==> config.mk <==
export PLATFORM = sky130hd
export DESIGN_NAME = stall_ctrl
export DESIGN_NICKNAME = d
export VERILOG_FILES = /design/src/rtl/stall_ctrl.sv
export SDC_FILE = /design/constraint.sdc
export NUM_CORES = 1
export LEC_CHECK = 0
export ABC_CLOCK_PERIOD_IN_PS = 1080
export CAP_MARGIN = 20
export CORE_AREA = 2 2 39 41
export DETAILED_ROUTE_END_ITERATION = 7
export DIE_AREA = 0 0 41 43
export DONT_BUFFER_PORTS = 1
export GPL_ROUTABILITY_DRIVEN = 0
export PLACE_DENSITY = 0.39
export SKIP_CTS_REPAIR_TIMING = 1
export SLEW_MARGIN = 20
export SYNTH_ARGS = -nofsm -noshare
export SYNTH_HDL_FRONTEND = slang
export SYNTH_SLANG_ARGS = --single-unit
==> constraint.sdc <==
create_clock -name clk -period 1.08 [get_ports clk]
set_input_delay 0 -clock clk [delete_from_list [all_inputs] [get_ports clk]]
set_output_delay 0 -clock clk [all_outputs]
set_load 0.02 [all_outputs]
==> src/rtl/stall_ctrl.sv <==
// stall_ctrl: hazard/stall controller for the 5-stage pipeline.
// It arbitrates the shared memory port between instruction fetch and data
// access, tracks fetches squashed by an EX jump, and drives the thermometer
// stall vector used by every stage register.
module stall_ctrl #(
  parameter int PIPE_NUM = 6
) (
  input  logic                clk,
  input  logic                rst,
  input  logic                if_req,
  input  logic                if_done,
  input  logic                mem_req,
  input  logic                mem_done,
  input  logic                id_stall_req,
  input  logic                jump_i,
  output logic                if_grant,
  output logic                mem_grant,
  output logic                if_discard,
  output logic [PIPE_NUM-1:0] stall_o
);

  // Stall patterns. A stalled stage holds itself and every stage upstream
  // of it, so each pattern is a run of contiguous low bits.
  localparam logic [PIPE_NUM-1:0] C_STALL_MEM = PIPE_NUM'((1 << 5) - 1);
  localparam logic [PIPE_NUM-1:0] C_STALL_ID  = PIPE_NUM'((1 << 3) - 1);
  localparam logic [PIPE_NUM-1:0] C_STALL_IF  = PIPE_NUM'((1 << 2) - 1);

  typedef enum logic [1:0] {
    ST_IDLE     = 2'd0,
    ST_IF_BUSY  = 2'd1,
    ST_MEM_BUSY = 2'd2
  } state_t;

  state_t              r_state;
  state_t              w_state_nxt;
  logic                r_discard;
  logic                w_discard_nxt;

  // A done pulse counts only while its grant is held.
  logic                w_if_fire;
  logic                w_mem_fire;
  logic                w_if_discard;
  logic                w_s_if;
  logic                w_s_id;
  logic                w_s_mem;
  logic [PIPE_NUM-1:0] w_stall;

  // Grants come straight from the state register, so they are glitch-free.
  assign if_grant  = (r_state == ST_IF_BUSY);
  assign mem_grant = (r_state == ST_MEM_BUSY);

  assign w_if_fire  = if_done  & if_grant;
  assign w_mem_fire = mem_done & mem_grant;

  // A returning word is stale if a jump already squashed it, or if the jump
  // arrives in the very cycle the word comes back.
  assign w_if_discard = w_if_fire & (r_discard | jump_i);

  // A discarded fetch leaves the IF request unserved, so IF keeps stalling
  // and re-requests at the redirected PC.
  assign w_s_if  = if_req  & ~(w_if_fire & ~w_if_discard);
  assign w_s_id  = id_stall_req;
  assign w_s_mem = mem_req & ~w_mem_fire;

  // State and squash flag; reset abandons any transfer in flight.
  // NOTE: sequential state uses non-blocking (<=) so every register samples
  // pre-edge values; blocking here would create order-dependent simulation.
  always_ff @(posedge clk) begin
    if (rst) begin
      r_state   <= ST_IDLE;
      r_discard <= 1'b0;
    end else begin
      r_state   <= w_state_nxt;
      r_discard <= w_discard_nxt;
    end
  end

  // Port arbitration: MEM wins ties in IDLE, nothing preempts a transfer.
  // NOTE: the default assignment first keeps every path assigned, so no
  // latch is inferred for w_state_nxt.
  always_comb begin
    w_state_nxt = r_state;
    unique case (r_state)
      ST_IDLE: begin
        if (mem_req) begin
          w_state_nxt = ST_MEM_BUSY;
        end else if (if_req) begin
          w_state_nxt = ST_IF_BUSY;
        end
      end
      ST_IF_BUSY: begin
        if (if_done) begin
          w_state_nxt = ST_IDLE;
        end
      end
      ST_MEM_BUSY: begin
        if (mem_done) begin
          w_state_nxt = ST_IDLE;
        end
      end
      default: begin
        w_state_nxt = ST_IDLE;
      end
    endcase
  end

  // Squash tracking: only a jump during an in-flight fetch that is not
  // returning this cycle marks the pending word as stale.
  always_comb begin
    w_discard_nxt = r_discard;
    if (r_state == ST_IF_BUSY) begin
      if (if_done) begin
        w_discard_nxt = 1'b0;
      end else if (jump_i) begin
        w_discard_nxt = 1'b1;
      end
    end
  end

  // Stall priority: deepest requesting stage wins.
  always_comb begin
    w_stall = '0;
    if (w_s_mem) begin
      w_stall = C_STALL_MEM;
    end else if (w_s_id) begin
      w_stall = C_STALL_ID;
    end else if (w_s_if) begin
      w_stall = C_STALL_IF;
    end
  end

  assign if_discard = w_if_discard;
  assign stall_o    = w_stall;

endmodule

==> summary.md <==
| Metric | Value |
|---|---|
| Status | `finished, violations left` |
| Failing checks | `negative hold slack, negative setup slack` |
| Yosys top cell area share | `0.287` |
| Critical path class | `flop to primary output` |
| LEAKAGE | `0.142 nW` |
| Arrival time at the worst endpoint | `1.21 ns` |
| PnR Total Power | `417 µW` |
| DRC viols | `0` |
| Pre-CTS WS | `0.0728 ns` |
| Crit. End Element | `primary output` |
| Pwr dens | `1230 nW/µm²` |
| Pins Over Slew Limit | `0` |
| Tightest Hold Check Type | `input pin to flop` |
| Cts bufs inserted | `3` |
| Min Hold Slack | `-0.0273 ns` |
| Final cell count without fillers | `51` |
| Total number of vias | `213` |
| Vias in the first global route | `187` |
| Antenna Nets Post-Route | `0` |
| Largest net degree at the start of global routing | `8` |
| I/O Buffers | `0` |
| Worst-path clk slew | `0.04 ns` |
| Cell variety after synth | `16` |
| CP Launch Type | `flop` |
| Max stage delay on crit path | `0.33 ns` |
| Inserted Diodes | `0` |
| Synth warn | `0` |
| Cell taking the most area after synthesis | `dfxtp_1` |
| Critical-path top delay cell | `dfxtp_4` |
| Yosys reg bits | `3` |
| Maximum vdd drop | `0.565 mV` |
| Clk Latency, worst-skew pair | `0.23 ns` |
| Synth area leaders | `dfxtp_1 29%, buf_4 14%, nand3b_1 7.2%, nor2b_1 6.0%, nor2_1 5.4%` |
| Max Clock Skew | `0.00116 ns` |
| Fmax | `823 MHz` |
| IO Count | `17` |
| Count leader, synth | `buf_4` |
| Die width | `41 µm` |
| Syn avg cell area | `7.74 µm²` |
| Fraction of registers with async set/reset | `0` |
| CTS root buffer | `clkbuf_4` |
| Sequential cell area fraction in the yosys report | `0.287` |
| Layout overhead on the synthesized area | `62.9%` |
| GRT overflow | `0` |
| Final hold violation count | `3` |
| Vias/cell | `4.18` |
| CTS tree | `done` |
| Initial core utilization | `0.151` |
| Unrepaired setup endpoints after global routing | `yes` |
| Final WS setup | `-0.135 ns` |
| Num Clock Sinks | `3` |
| Primary FF master, synth | `dfxtp_1` |
| Period minus WS final | `1.21 ns` |
| H-tree Lvls | `1` |
| Layout cells sized above 1 | `0.457` |
| Drt total wl | `503 µm` |
| Tot GR Track Use | `0.0602` |
| Final setup violation count | `4` |
| Die area | `1760 µm²` |
| First-pass GRT wire length | `690 µm` |
| Syn nets | `35` |
| Final Net Count | `44` |
| Final setup TNS | `-0.344 ns` |
| Core Rows | `14` |
| Synth top cells by count | `4 x buf_4, 3 x dfxtp_1, 3 x nor2_1` |
| Floorplan core area | `1380 µm²` |
| Max cap viols | `0` |
| CTS max path bufs | `2` |
| Critical Path RT | `1.08 ns` |
| Wire per inst | `9.86 µm` |
| Final Cycle Share | `1.12` |
| CP cell instances | `nand3b_1 > o31ai_4 > nand2b_4` |
| DR pass1 iterations | `4` |
| Post-Synthesis Cells | `27` |
| Die Height | `43 µm` |
| EDFF count, synth | `0` |
| Syn Std Cell Area | `209 µm²` |
| Initial antenna violation count | `0` |
| Placed cell count | `43` |
| Worst-path maximum fanout | `3` |
| DR iter-0 viols | `15` |
==> per-layer routing <==
layer / global-route usage / share of wire
met4: 0.0200 / 0
met3: 0.0576 / 0.16
met1: 0.0737 / 0.42
met2: 0.0719 / 0.42
met5: 0 / 0
==> area by class of cell <==
cell class	instances	area, µm²
fill	157	1040
multi-input combinational	19	149
timing repair buffer	8	76.3
sequential	3	65.1
clock buffer	4	26.3
tap	16	20.0
inverter	1	3.75
==> state kept, by name, summed over array words and instances, names as in the netlist <==
signal,count
r_state,2
r_discard,1
==> through the flow <==
step                      utilization  area (µm²)
after global placement          0.175         241
final                           0.246         340
after global routing            0.246         340
after floorplan                     -         225
after CTS                       0.193         268
after detailed placement        0.175         241
==> cells in the final DEF (no fill, tap or decap), types with 2 or more instances in the layout <==
cell type / count
buf_6: 3
nor3_1: 2
nand3b_1: 2
clkbuf_4: 3
dlygate4sd3_1: 2
a21oi_1: 2
buf_4: 3
nor2_1: 2
==> critical path: cells and delay by family (launching register included) <==
family | cells | cell delay [ns]
compound gates | 1 | 0.30
simple gates | 2 | 0.35
flops | 1 | 0.33
==> power by group <==
group          internal (mW)  switching, mW
Clock                  0.138         0.0564
Combinational         0.0475         0.0513
Sequential             0.118        0.00603
==> kinds of logic (layout without fill, tap and decap cells) <==
kind of cell,Yosys count,count (layout),share of synthesized area
multiplexers,1,1,0.0479
buffers and inverters,5,13,0.162
other,1,1,0.0179
AO/OA/AOI/OAI,5,5,0.156
AND/OR/NAND/NOR,12,12,0.329
flip-flops,3,3,0.287
==> final timing paths <==
check        startpoint    endpoint  slack, ns  cells past startpoint
max reg2reg  r_state[1]   r_discard       0.15                      3
min              if_req  r_state[0]      -0.03                      2
min reg2reg  r_state[0]  r_state[1]       0.48                      1
max          r_state[1]  stall_o[0]      -0.13                      3
Note: power is estimated with default switching activity, not from simulation.
